$ cat src/rtl/calc_pkg.sv
// Shared calculator datapath definitions: FSM state encoding and the
// default operand width used by the arithmetic blocks.
package calc_pkg;

    localparam int CALC_WIDTH = 32'sd8;

    localparam logic [1:0] S_IDLE = 2'd0;
    localparam logic [1:0] S_RUN  = 2'd1;
    localparam logic [1:0] S_DONE = 2'd2;

    typedef enum logic [1:0] {
        ST_IDLE = S_IDLE,
        ST_RUN  = S_RUN,
        ST_DONE = S_DONE
    } state_e;

endpackage

$ cat src/rtl/fulladder.sv
// Gate-level one-bit full adder cell, shared by the bit-serial arithmetic.
module fulladder (
    input  logic a,
    input  logic b,
    input  logic cin,
    output logic s,
    output logic cout
);

    logic ab_x_s;

    assign ab_x_s = a ^ b;
    assign s      = ab_x_s ^ cin;
    assign cout   = (a & b) | (cin & ab_x_s);

endmodule

$ cat src/rtl/serial_adder.sv
// Bit-serial adder/subtractor: one full-adder cell plus a carry flop,
// processing operands LSB first, one bit per clock. Results (sum, cout,
// ovf) are registered at the last bit and held until the next operation.
// Build option: define SERIAL_ADDER_SUB_EN to enable subtraction (a - b);
// without it the sub input is ignored and the block is add-only.
module serial_adder
    import calc_pkg::*;
#(
    parameter int WIDTH = CALC_WIDTH
) (
    input  logic             clk,
    input  logic             rst,
    input  logic             start,
    input  logic             sub,
    input  logic [WIDTH-1:0] a,
    input  logic [WIDTH-1:0] b,
    output logic [WIDTH-1:0] sum,
    output logic             cout,
    output logic             ovf,
    output logic             busy,
    output logic             done
);

    localparam int                CNT_W    = $clog2(WIDTH);
    localparam logic [CNT_W-1:0] CNT_LAST = CNT_W'(WIDTH - 1);
    localparam logic [CNT_W-1:0] CNT_ONE  = CNT_W'(1);

    state_e             state_r;
    state_e             next_state_s;
    logic               accept_s;
    logic               last_bit_s;
    logic [CNT_W-1:0]   cnt_r;
    logic [WIDTH-1:0]   a_sh_r;
    logic [WIDTH-1:0]   b_sh_r;
    logic [WIDTH-2:0]   res_sh_r;
    logic [WIDTH-1:0]   res_full_s;
    logic               carry_r;
    logic               carry_load_s;
    logic               b_in_s;
    logic               fa_sum_s;
    logic               fa_cout_s;
    logic [WIDTH-1:0]   sum_r;
    logic               cout_r;
    logic               ovf_r;
    logic               busy_r;
    logic               done_r;

`ifdef SERIAL_ADDER_SUB_EN
    logic               sub_q_r;

    // Capture the operation select with the operands.
    always_ff @(posedge clk) begin
        if (rst) begin
            sub_q_r <= 1'b0;
        end else if (accept_s) begin
            sub_q_r <= sub;
        end else begin
            sub_q_r <= sub_q_r;
        end
    end

    // Subtract as a + ~b + 1: invert B per bit, preload the carry with sub.
    assign b_in_s       = b_sh_r[0] ^ sub_q_r;
    assign carry_load_s = sub;
`else
    logic               unused_sub_s;

    assign unused_sub_s = sub;
    assign b_in_s       = b_sh_r[0];
    assign carry_load_s = 1'b0;
`endif

    fulladder u_fa (
        .a    (a_sh_r[0]),
        .b    (b_in_s),
        .cin  (carry_r),
        .s    (fa_sum_s),
        .cout (fa_cout_s)
    );

    // New sum bit enters at the MSB; the full word is complete on the last bit.
    assign res_full_s = {fa_sum_s, res_sh_r};

    // Next-state decode; a start in IDLE or DONE is accepted, in RUN it is dropped.
    always_comb begin
        next_state_s = state_r;
        accept_s     = 1'b0;
        last_bit_s   = 1'b0;
        case (state_r)
            ST_IDLE: begin
                if (start) begin
                    next_state_s = ST_RUN;
                    accept_s     = 1'b1;
                end else begin
                    next_state_s = ST_IDLE;
                end
            end
            ST_RUN: begin
                if (cnt_r == CNT_LAST) begin
                    last_bit_s   = 1'b1;
                    next_state_s = ST_DONE;
                end else begin
                    next_state_s = ST_RUN;
                end
            end
            ST_DONE: begin
                if (start) begin
                    next_state_s = ST_RUN;
                    accept_s     = 1'b1;
                end else begin
                    next_state_s = ST_IDLE;
                end
            end
            default: begin
                next_state_s = ST_IDLE;
            end
        endcase
    end

    // State register with busy/done registered from the next state.
    always_ff @(posedge clk) begin
        if (rst) begin
            state_r <= ST_IDLE;
            busy_r  <= 1'b0;
            done_r  <= 1'b0;
        end else begin
            state_r <= next_state_s;
            busy_r  <= (next_state_s == ST_RUN);
            done_r  <= (next_state_s == ST_DONE);
        end
    end

    // Operand shift registers, partial result, carry and bit counter.
    always_ff @(posedge clk) begin
        if (rst) begin
            a_sh_r   <= {WIDTH{1'b0}};
            b_sh_r   <= {WIDTH{1'b0}};
            res_sh_r <= {(WIDTH-1){1'b0}};
            carry_r  <= 1'b0;
            cnt_r    <= {CNT_W{1'b0}};
        end else if (accept_s) begin
            a_sh_r   <= a;
            b_sh_r   <= b;
            res_sh_r <= {(WIDTH-1){1'b0}};
            carry_r  <= carry_load_s;
            cnt_r    <= {CNT_W{1'b0}};
        end else if (state_r == ST_RUN) begin
            a_sh_r   <= {1'b0, a_sh_r[WIDTH-1:1]};
            b_sh_r   <= {1'b0, b_sh_r[WIDTH-1:1]};
            res_sh_r <= res_full_s[WIDTH-1:1];
            carry_r  <= fa_cout_s;
            cnt_r    <= last_bit_s ? {CNT_W{1'b0}} : (cnt_r + CNT_ONE);
        end else begin
            a_sh_r   <= a_sh_r;
            b_sh_r   <= b_sh_r;
            res_sh_r <= res_sh_r;
            carry_r  <= carry_r;
            cnt_r    <= cnt_r;
        end
    end

    // Result registers update only on the last bit; carry_r is the carry into the MSB.
    always_ff @(posedge clk) begin
        if (rst) begin
            sum_r  <= {WIDTH{1'b0}};
            cout_r <= 1'b0;
            ovf_r  <= 1'b0;
        end else if (last_bit_s) begin
            sum_r  <= res_full_s;
            cout_r <= fa_cout_s;
            ovf_r  <= carry_r ^ fa_cout_s;
        end else begin
            sum_r  <= sum_r;
            cout_r <= cout_r;
            ovf_r  <= ovf_r;
        end
    end

    assign sum  = sum_r;
    assign cout = cout_r;
    assign ovf  = ovf_r;
    assign busy = busy_r;
    assign done = done_r;

endmodule

$ cat config.mk
export PLATFORM = sky130hd
export DESIGN_NAME = serial_adder
export DESIGN_NICKNAME = d
export VERILOG_FILES = /design/src/rtl/calc_pkg.sv /design/src/rtl/fulladder.sv /design/src/rtl/serial_adder.sv
export SDC_FILE = /design/constraint.sdc
export NUM_CORES = 1
export LEC_CHECK = 0
export ABC_AREA = 1
export CAP_MARGIN = 5
export CORE_UTILIZATION = 45
export DETAILED_ROUTE_END_ITERATION = 10
export MAX_ROUTING_LAYER = met4
export PLACE_DENSITY = 0.73
export SYNTH_ARGS = -nofsm -noshare
export SYNTH_HDL_FRONTEND = slang
export SYNTH_SLANG_ARGS = --single-unit
$ cat constraint.sdc
create_clock -name clk -period 3.2 [get_ports clk]
set_clock_uncertainty 0.05 [all_clocks]
set_input_delay 0.64 -clock clk [delete_from_list [all_inputs] [get_ports clk]]
set_output_delay 0.64 -clock clk [all_outputs]
set_load 0.01 [all_outputs]
# --- Word-level counts from Yosys, hierarchy flattened ---
# Index checks and enable logic that the tools add are counted.
classes:
  n_addsub: 1
  eq_ne: 5
  n_mux: 12
  n_bitwise: 6
  reduce_logical: 4
ops:
  columns: ["cell", "count"]
  rows:
  - ["two-way mux 8 bit", 4]
  - ["two-way mux 1 bit", 5]
  - ["equality test 2 x 1 -> 1 bit (second input constant)", 2]
  - ["equality test 2 bit (second input constant)", 2]
  - ["one-hot mux 2 bit (2 select lines)", 1]
  - ["OR reduction 2 bit", 2]
  - ["adder 3 x 1 -> 3 bit (second input constant)", 1]
  - ["equality test 3 bit (second input constant)", 1]
  - ["two-way mux 3 bit", 1]
  - ["XOR 1 bit", 3]
  - ["AND 1 bit", 2]
  - ["logical NOT 2 bit", 1]
  - ["two-way mux 2 bit", 1]
  - ["nonzero test 2 bit", 1]
  - ["bitwise OR 1 bit", 1]
word_totals:
  reg_bits: 41
  in_bits: 20
  output_inout_bits: 12
  wordCells: 39

# --- Longest topological paths before layout ---
# Gate-level depths: netlist (run 1).
depth:
  depth_word: 4
  mapped_depth: 8
  mapped_depth_nobuf: 7

# --- Hierarchy ---
# A second synthesis (run 1) with hierarchy kept.
hier_totals:
  cells_unflattened: 239
  area_unflattened_um2: 1700.4
by_module_without_submodules:
  columns: ["module", "n_inst", "cells_each", "area_each_um2", "seq_area_each_um2"]
  rows:
  - ["serial_adder", 1, 238, 1680.4, 820.8]
  - ["fulladder", 1, 1, 20.0, 0.0]

# --- Least setup slack after synthesis (run 1) ---
# Ideal clock, no wire load.
synth_timing:
  path_kind: "input-to-reg"
  from: "input port rst"
  to: "register a_sh_r[1]"
  setup_time_ns: 0.113
  arrival_time_ns: 1.239
  t_required_ns: 3.037
  path_slack_ns: 1.799
  stages: 7
  n_path_buf: 2
  path_cell_list: "buf_2 inv_1 clkbuf_2 o21ai_0 inv_1 nand2_1 nor2_1"
synth_rtl:
  columns: ["element", "line", "source"]
  rows:
  - ["start: declaration", "serial_adder.sv:12", "input logic rst,"]
  - ["end signal: assignment", "serial_adder.sv:136", "a_sh_r <= {WIDTH{1'b0}};"]
  - ["end signal: assignment", "serial_adder.sv:148", "a_sh_r <= {1'b0, a_sh_r[WIDTH-1:1]};"]
  - ["end signal: assignment", "serial_adder.sv:154", "a_sh_r <= a_sh_r;"]
  - ["end: declaration", "serial_adder.sv:33", "logic [WIDTH-1:0] a_sh_r;"]

==> results.json, run 1 <==
{
  "synth-compound-area-share_pct": 13.1,
  "synth_xor_area_share_pct": 0.510,
  "seq_area_frac_synth_pct": 47.8,
  "cts_setup_buffers": 0,
  "setup_viol": 0,
  "tightest_slew_ns": 0.566,
  "endpoint": "b_sh_r[0]$_SDFFE_PP0P_",
  "critPathLaunch": "rst",
  "start_kind": "input port",
  "synth_cell_types": 19,
  "grt_pass1_wl_um": 5440,
  "vias": 1443,
  "hp-class": "reg2reg",
  "relSlewSlack_pct": 62.1,
  "fp.dieArea_sq_um": 4070,
  "dp_slack_ns": 0.828,
  "crit_path_end_kind": "flop",
  "fin_nets": 286,
  "synth_nets": 258,
  "ys_async_sr_fraction_pct": 0,
  "crit_path_max_fanout": 21,
  "rr_worst_depth": 4,
  "overflow": 0,
  "path_class": "in2reg",
  "fmax_mhz": 489,
  "critical_path_arrival_ns": 2.24,
  "cap_viol_max_count": 0,
  "start_util_pct": 46.9,
  "detail_route.wl_per_cell_um": 10.2,
  "grt_pass1_vias": 1251,
  "reg2reg_slack_ns": 1.57,
  "clkSinkCount": 41,
  "cts-root-buf": "clkbuf_8",
  "cts_resized": 0,
  "cts_tree": "built",
  "ctsHoldBuffers": 0,
  "cpPeakStageDelay_ns": 0.62,
  "insertion_delay_ns": 0.30,
  "fp.dieH_um": 63.8,
  "fin_tns_setup_ns": 0,
  "fin_crit_sh_pct": 63.9,
  "synth_edf_count": 0,
  "antenna_found_initial": 0,
  "worst_hold_startpoint": "res_sh_r[0]$_SDFFE_PP0N_",
  "holdWs_ns": 0.419,
  "timing.final.ws_setup_ns": 1.16,
  "synth_area_per_cell_sq_um": 7.31,
  "fp.dieW_um": 63.8,
  "rsz0062_at_grt": "no",
  "antenna_left": 0,
  "crit_path_frequent_cell": "inv_1",
  "grt_max_degree": 30,
  "hold_viol": 0,
  "core_area_sq_um": 3660,
  "cp.required_ns": 3.39,
  "synthMuxAreaShare_pct": 0,
  "fp-row-count": 22,
  "ys.flop_type": "dfxtp_1",
  "dp_hpwl_um": 2130,
  "layout.cells.most_common": "nand2_1",
  "dp_cells": 304,
  "gp_congestion": 0.833,
  "io_buffers": 30,
  "crit_chain": "clkdlybuf4s50_1 -> inv_1 -> o21ai_0 -> inv_1 -> nand2_1 -> nor2_1",
  "min_period_ns": 2.04,
  "ios": 32,
  "ys_warn_count": 0,
  "synth_seq_cells": 41,
  "ir_worst_vdd_mv": 0.393,
  "drt_iter0_drc": 58,
  "synth_top_family_by_area": "simple AND/OR/NAND/NOR gates",
  "ctsLongestPathBuffers": 2,
  "worstReg2RegEnd": "sum[6]$_SDFFE_PP0P_",
  "critPathSlowestCell": "clkdlybuf4s50_1",
  "fin_cells": 312,
  "wirelength_um": 3190,
  "netlist_area_sq_um": 1720,
  "power_uw": 1170,
  "status": "complete, no violations",
  "layout-drive-gt1-share_pct": 6.06,
  "route.detailed.drc": 0,
  "vias_per_cell": 4.63,
  "maxSlewViolCount": 0,
  "grt_use_total_pct": 18.1,
  "r2r_start": "state_r[0]$_SDFF_PP0_",
  "htreeDepth": 2,
  "post_synth_fa_ha_maj_area_fraction_pct": 2.62,
  "leakage_uw": 0.000995,
  "layout_common_cells": "42 x nand2_1, 41 x dfxtp_1, 36 x inv_1",
  "power_density_nw_per_um2": 544,
  "clk_pin_slew_worst_paths_ns": 0.08,
  "syn_inst": 235,
  "numCtsBuffers": 5,
  "num_antenna_cells": 0,
  "firstDrtPassIters": 4,
  "yosys.area_share.simple_pct": 23.6,
  "syn_to_final_growth_pct": 25.0
}
==> worst min-delay path by stage <==
stage,endpoint,depth (start not counted)
5_1_grt,cnt_r[1]$_SDFFE_PP0N_,2
6_report,res_sh_r[0]$_SDFFE_PP0N_,2
4_1_cts,a_sh_r[7]$_SDFFE_PP0P_,2
3_5_place_dp,a_sh_r[7]$_SDFFE_PP0P_,2
3_3_place_gp,a_sh_r[7]$_SDFFE_PP0P_,2
2_1_floorplan,a_sh_r[7]$_SDFFE_PP0P_,2
==> area by class of cell <==
| class | instances | area [sq um] |
|---|---|---|
| Timing Repair Buffer | 30 | 300 |
| Tap cell | 48 | 60.1 |
| Fill cell | 349 | 1510 |
| Sequential cell | 41 | 821 |
| Inverter | 39 | 148 |
| Multi-Input combinational cell | 146 | 684 |
| Clock buffer | 5 | 68.8 |
| Clock inverter | 3 | 65.1 |
==> logic make-up after synthesis <==
| kind of cell | count (synthesis) |
|---|---|
| compound gates | 45 |
| xor+xnor | 1 |
| fa+ha+maj | 3 |
| buf+inv | 48 |
| flops | 41 |
| simple gates | 97 |
==> sequential cells by signal, indices dropped and copies added (netlist names) <==
signal    cells
a_sh_r        8
b_sh_r        8
sum           8
res_sh_r      7
cnt_r         3
state_r       2
busy          1
carry_r       1
cout          1
done          1
ovf           1
==> power breakdown <==
part | switching (uW) | total (uW) | internal [uW]
registers | 14.3 | 551 | 537
clock network | 181 | 491 | 310
logic | 73.0 | 125 | 52.1
total | 269 | 1170 | 898
==> cell usage after synthesis (3+ instances only) <==
cell | instances | area, sq um
inv_1 | 36 | 135
dfxtp_1 | 41 | 821
nand2_1 | 42 | 158
nand2_2 | 3 | 18.8
nor2_1 | 35 | 131
buf_4 | 3 | 22.5
buf_2 | 3 | 15.0
o21ai_0 | 20 | 100
a21oi_1 | 19 | 95.1
o21ai_1 | 6 | 30.0
nand3_1 | 15 | 75.1
==> stage by stage <==
stage,util (%),area [sq um]
after floorplan,-,1720
after global placement,55.0,2010
after detailed placement,55.0,2010
after CTS,58.6,2150
after global routing,58.6,2150
final,58.6,2150
==> worst max-delay path, delay by kind of cell <==
kind                   cells  cell delay (ns)
and+or+nand+nor            2             0.14
buffers and inverters      3             1.24
AOI/OAI and AO/OA          1             0.22
==> layer usage <==
metal,up-vias,wire length (um),global-route usage (%)
met2,19,1430,26.6
met3,5,126,6.43
met4,0,57,6.82
met5,-,0,-
met1,641,1580,22.8
li1,778,-,-
Power figures use the tool's default switching activity.
==> run 2, diff against run 1 <==
==> constraint.sdc (replaced) <==
create_clock -name clk -period 2.1 [get_ports clk]
set_clock_uncertainty 0.05 [all_clocks]
set_input_delay 0.42 -clock clk [delete_from_list [all_inputs] [get_ports clk]]
set_output_delay 0.42 -clock clk [all_outputs]
set_load 0.01 [all_outputs]
==> run 2 against run 1 <==
Sequential power is 53% higher. Cell count is 1.9% higher. Via count is 4.6% higher. First-iteration DRC count is 1.7% higher. Register-to-register slack worse by 1.0 ns. Worst hold slack better by 0.00065 ns. Clock power is 52% higher.
==> results.json, run 2 (synthesis results as in run 1) <==
{
  "drt_iter0_drc": 59,
  "crit_path_end_kind": "output pin",
  "maxSlewViolCount": 0,
  "hold_path_depth": 2,
  "critPathSlowestCell": "clkdlybuf4s50_1",
  "ctsHoldBuffers": 0,
  "drt-met1-wl_um": 1600,
  "io_buffers": 30,
  "syn_to_final_growth_pct": 27.6,
  "wirelength_um": 3280,
  "clkSinkCount": 41,
  "layout-drive-gt1-share_pct": 8.15,
  "route.met2.wl_um": 1470,
  "reg2reg_slack_ns": 0.55,
  "gp_congestion": 0.822,
  "rsz0062_at_grt": "no",
  "tightest_slew_ns": 0.445,
  "stdcell_area_sq_um": 2190,
  "relSlewSlack_pct": 70.2,
  "worstReg2RegEnd": "sum[1]$_SDFFE_PP0P_",
  "min_period_ns": 1.64,
  "ir_worst_vdd_mv": 0.547,
  "cts_resized": 0,
  "num_antenna_cells": 0,
  "fp-row-count": 22,
  "path_buf_inv": 1,
  "fmax_mhz": 608,
  "cp.required_ns": 1.63,
  "cts_setup_buffers": 0,
  "grt_use_total_pct": 18.7,
  "cts_tree": "built",
  "numCtsBuffers": 5,
  "antenna_found_initial": 0,
  "leakage_uw": 0.00102,
  "fp.dieW_um": 63.8,
  "crit_path_max_fanout": 2,
  "hold_viol": 0,
  "top_layer": "met4",
  "placement.cell_area_sq_um": 2060,
  "clk_pin_slew_worst_paths_ns": 0.09,
  "critical_path_arrival_ns": 1.17,
  "hold_end": "res_sh_r[0]$_SDFFE_PP0N_",
  "dp_hpwl_um": 2290,
  "wl_met3_um": 133,
  "setup_viol": 0,
  "start_util_pct": 46.9,
  "layout.cells.most_common": "nand2_1",
  "layout_common_cells": "42 x nand2_1, 41 x dfxtp_1, 36 x inv_1",
  "firstDrtPassIters": 4,
  "cap_viol_max_count": 0,
  "hp-class": "reg2reg",
  "power_density_nw_per_um2": 816,
  "crit_chain": "clkdlybuf4s50_1",
  "critPathLaunch": "sum[3]$_SDFFE_PP0P_",
  "rr_worst_depth": 5,
  "r2r_start": "state_r[0]$_SDFF_PP0_",
  "cpPeakStageDelay_ns": 0.53,
  "fp.dieArea_sq_um": 4070,
  "path_class": "reg2out",
  "grt_pass1_vias": 1322,
  "ios": 32,
  "worst_hold_startpoint": "res_sh_r[0]$_SDFFE_PP0N_",
  "htreeDepth": 2,
  "insertion_delay_ns": 0.30,
  "fin_nets": 292,
  "start_kind": "flop",
  "grt_pass1_wl_um": 5620,
  "critPathTopFamily": "buffers and inverters",
  "vias": 1510,
  "core_area_sq_um": 3660,
  "fin_crit_sh_pct": 78.3,
  "status": "complete, no violations",
  "overflow": 0,
  "grt_max_degree": 23,
  "detail_route.wl_per_cell_um": 10.3,
  "fp.dieH_um": 63.8,
  "antenna_left": 0,
  "cts-root-buf": "clkbuf_8",
  "fin_tns_setup_ns": 0,
  "route.detailed.drc": 0,
  "vias_per_cell": 4.75,
  "ctsLongestPathBuffers": 2
}
==> run 2: cell count changes in the layout (fill, tap and decap cells not counted) <==
cell / change
buf_4: +6
==> run 2: routing by layer <==
layer	up-vias	global-route usage [%]
met5	-	-
met3	10	6.25
li1	796	-
met4	0	10.2
met2	33	27.7
met1	671	22.4
==> run 2: area by class of cell <==
cell class	instances	area [sq um]
Timing Repair Buffer	36	345
Clock buffer	5	68.8
Fill cell	331	1470
Sequential cell	41	821
Multi-Input combinational cell	146	684
Clock inverter	3	65.1
Inverter	39	148
Tap cell	48	60.1
==> run 2: worst register-to-register path: cells and delay by family, from the launching register on <==
kind,cells,cell delay (ns)
DFF,1,0.45
and+or+nand+nor,4,0.81
buffers and inverters,1,0.14
==> run 2: report_power, final <==
part,switching [uW],internal [uW],total (uW)
sequential,23.0,818,841
combinational,112,88.4,201
clock,275,472,748
total,411,1380,1790
==> run 2: worst max-delay path by stage <==
stage / to / slack (ns) / cells after the start
2_1_floorplan: ovf$_SDFFE_PP0P_ / 0.84 / 4
3_3_place_gp: b_sh_r[0]$_SDFFE_PP0P_ / 0.37 / 6
3_5_place_dp: sum[2]$_SDFFE_PP0P_ / 0.37 / 4
4_1_cts: sum[6] / 0.45 / 1
5_1_grt: sum[6] / 0.40 / 1
6_report: sum[3] / 0.46 / 1
==> run 2: per-stage QoR <==
step / total power (uW) / setup WS, ns / hold slack, ns / cells / utilization (%)
2_1_floorplan: 993 / 0.842 / 0.390 / 235 / -
3_5_place_dp: 1060 / 0.365 / 0.415 / 310 / 56.2
5_1_grt: 1870 / 0.404 / 0.447 / 318 / 59.9
3_3_place_gp: 1060 / 0.372 / 0.405 / 310 / 56.2
6_report: 1790 / 0.456 / 0.420 / 318 / 59.9
4_1_cts: 1790 / 0.450 / 0.421 / 318 / 59.9
==> run 3, diff against run 2 <==
==> constraint.sdc (replaced) <==
create_clock -name clk -period 1.69 [get_ports clk]
set_clock_uncertainty 0.05 [all_clocks]
set_input_delay 0.338 -clock clk [delete_from_list [all_inputs] [get_ports clk]]
set_output_delay 0.338 -clock clk [all_outputs]
set_load 0.01 [all_outputs]
==> run 3 against run 2 <==
Clock-buffer cell count did not move. Non-clock buffer count did not move. Global-route usage fell by 0.82 points. Worst hold slack got worse by 0.0022 ns. Die area did not move. Via count fell by 1.5%. Utilization fell by 0.51 points. Critical endpoint is now sum[2]. Sequential power rose by 24%. Cell area fell by 0.86%. Critical path depth did not move.
==> results.json, run 3 (synthesis results as in run 1) <==
{
  "status": "complete, no violations",
  "layout.cells.most_common": "nand2_1",
  "path_class": "reg2out",
  "htreeDepth": 2,
  "fp.dieArea_sq_um": 4070,
  "ctsHoldBuffers": 0,
  "start_util_pct": 46.9,
  "dp_cells": 310,
  "insertion_delay_ns": 0.29,
  "hp-class": "reg2reg",
  "leakage_uw": 0.00101,
  "crit_chain": "clkdlybuf4s50_1",
  "tightest_slew_ns": 0.574,
  "ctsLongestPathBuffers": 2,
  "cts_setup_buffers": 0,
  "cts_tree": "built",
  "worstReg2RegEnd": "ovf$_SDFFE_PP0P_",
  "crit_path_end_kind": "output pin",
  "rsz0062_at_grt": "no",
  "layout_common_cells": "42 x nand2_1, 41 x dfxtp_1, 36 x inv_1",
  "final_util_pct": 59.4,
  "detail_route.wl_per_cell_um": 9.90,
  "layout-drive-gt1-share_pct": 8.15,
  "fp.dieW_um": 63.8,
  "core_area_sq_um": 3660,
  "gp_congestion": 0.832,
  "numCtsBuffers": 5,
  "overflow": 0,
  "drt_iter0_drc": 46,
  "fin_nets": 292,
  "clk_pin_slew_worst_paths_ns": 0.08,
  "fin_cells": 318,
  "antenna_found_initial": 0,
  "syn_to_final_growth_pct": 26.5,
  "critPathSlowestCell": "clkdlybuf4s50_1",
  "r2r_start": "state_r[0]$_SDFF_PP0_",
  "cp.required_ns": 1.30,
  "grt_use_total_pct": 17.9,
  "crit_path_max_fanout": 2,
  "path_buf_inv": 1,
  "timing.final.ws_setup_ns": 0.135,
  "dp_hpwl_um": 2220,
  "fin_crit_sh_pct": 92.0,
  "dp_slack_ns": -0.107,
  "vias": 1487,
  "clkSinkCount": 41,
  "fp.dieH_um": 63.8,
  "critical_path_arrival_ns": 1.17,
  "firstDrtPassIters": 4,
  "relSlewSlack_pct": 61.7,
  "fin_tns_setup_ns": 0,
  "ir_worst_vdd_mv": 0.723,
  "fp-row-count": 22,
  "reg2reg_slack_ns": 0.24,
  "power_density_nw_per_um2": 954,
  "cpPeakStageDelay_ns": 0.53,
  "maxSlewViolCount": 0,
  "hold_end": "res_sh_r[0]$_SDFFE_PP0N_",
  "route.detailed.drc": 0,
  "num_antenna_cells": 0,
  "ios": 32,
  "worst_hold_startpoint": "res_sh_r[0]$_SDFFE_PP0N_",
  "min_period_ns": 1.56,
  "critPathTopFamily": "buffers and inverters",
  "grt_max_degree": 22,
  "hold_viol": 0,
  "setup_viol": 0,
  "rr_worst_depth": 5,
  "antenna_left": 0,
  "start_kind": "flop",
  "hold_path_depth": 2,
  "io_buffers": 30,
  "holdWs_ns": 0.418,
  "fmax_mhz": 643,
  "grt_pass1_vias": 1248,
  "wirelength_um": 3150,
  "cts_resized": 0,
  "cap_viol_max_count": 0,
  "grt_pass1_wl_um": 5450,
  "cts-root-buf": "clkbuf_8",
  "vias_per_cell": 4.68
}
run 3: report_power, final:
group | total, uW | switching [uW] | internal [uW]
Clock | 778 | 336 | 442
Sequential | 1040 | 28.3 | 1020
Combinational | 251 | 139 | 112
Total | 2070 | 504 | 1570
run 3: metal layers:
metal / global-route usage, % / wire [um] / up-vias
li1: - / - / 797
met1: 22.5 / 1590 / 658
met2: 26.6 / 1390 / 30
met3: 5.54 / 136 / 2
met4: 7.39 / 34 / 0
met5: - / 0 / -
run 3: area by class of cell:
class | count | area, sq um
clock buffers | 5 | 68.8
clock inverters | 3 | 46.3
fillers | 347 | 1490
inverters | 39 | 148
multi-input cells | 146 | 684
flip-flops and latches | 41 | 821
well taps | 48 | 60.1
repair buffers | 36 | 345
run 3: through the flow:
step           power [uW]  cell area, sq um
6_report             2070              2170
5_1_grt              2200              2170
4_1_cts              2090              2170
3_5_place_dp         1320              2060
3_3_place_gp         1310              2060
2_1_floorplan        1230              1720
run 3: worst max-delay path by stage:
| stage | from | endpoint | slack, ns | cells after the start |
|---|---|---|---|---|
| after floorplan | carry_r$_SDFFE_PP0N_ | ovf$_SDFFE_PP0P_ | 0.43 | 4 |
| after global placement | rst | sum[4]$_SDFFE_PP0P_ | -0.04 | 4 |
| after detailed placement | rst | sum[6]$_SDFFE_PP0P_ | -0.11 | 4 |
| after CTS | sum[2]$_SDFFE_PP0P_ | sum[2] | 0.13 | 1 |
| after global routing | state_r[0]$_SDFF_PP0_ | sum[6]$_SDFFE_PP0P_ | 0.06 | 4 |
| final | sum[2]$_SDFFE_PP0P_ | sum[2] | 0.13 | 1 |
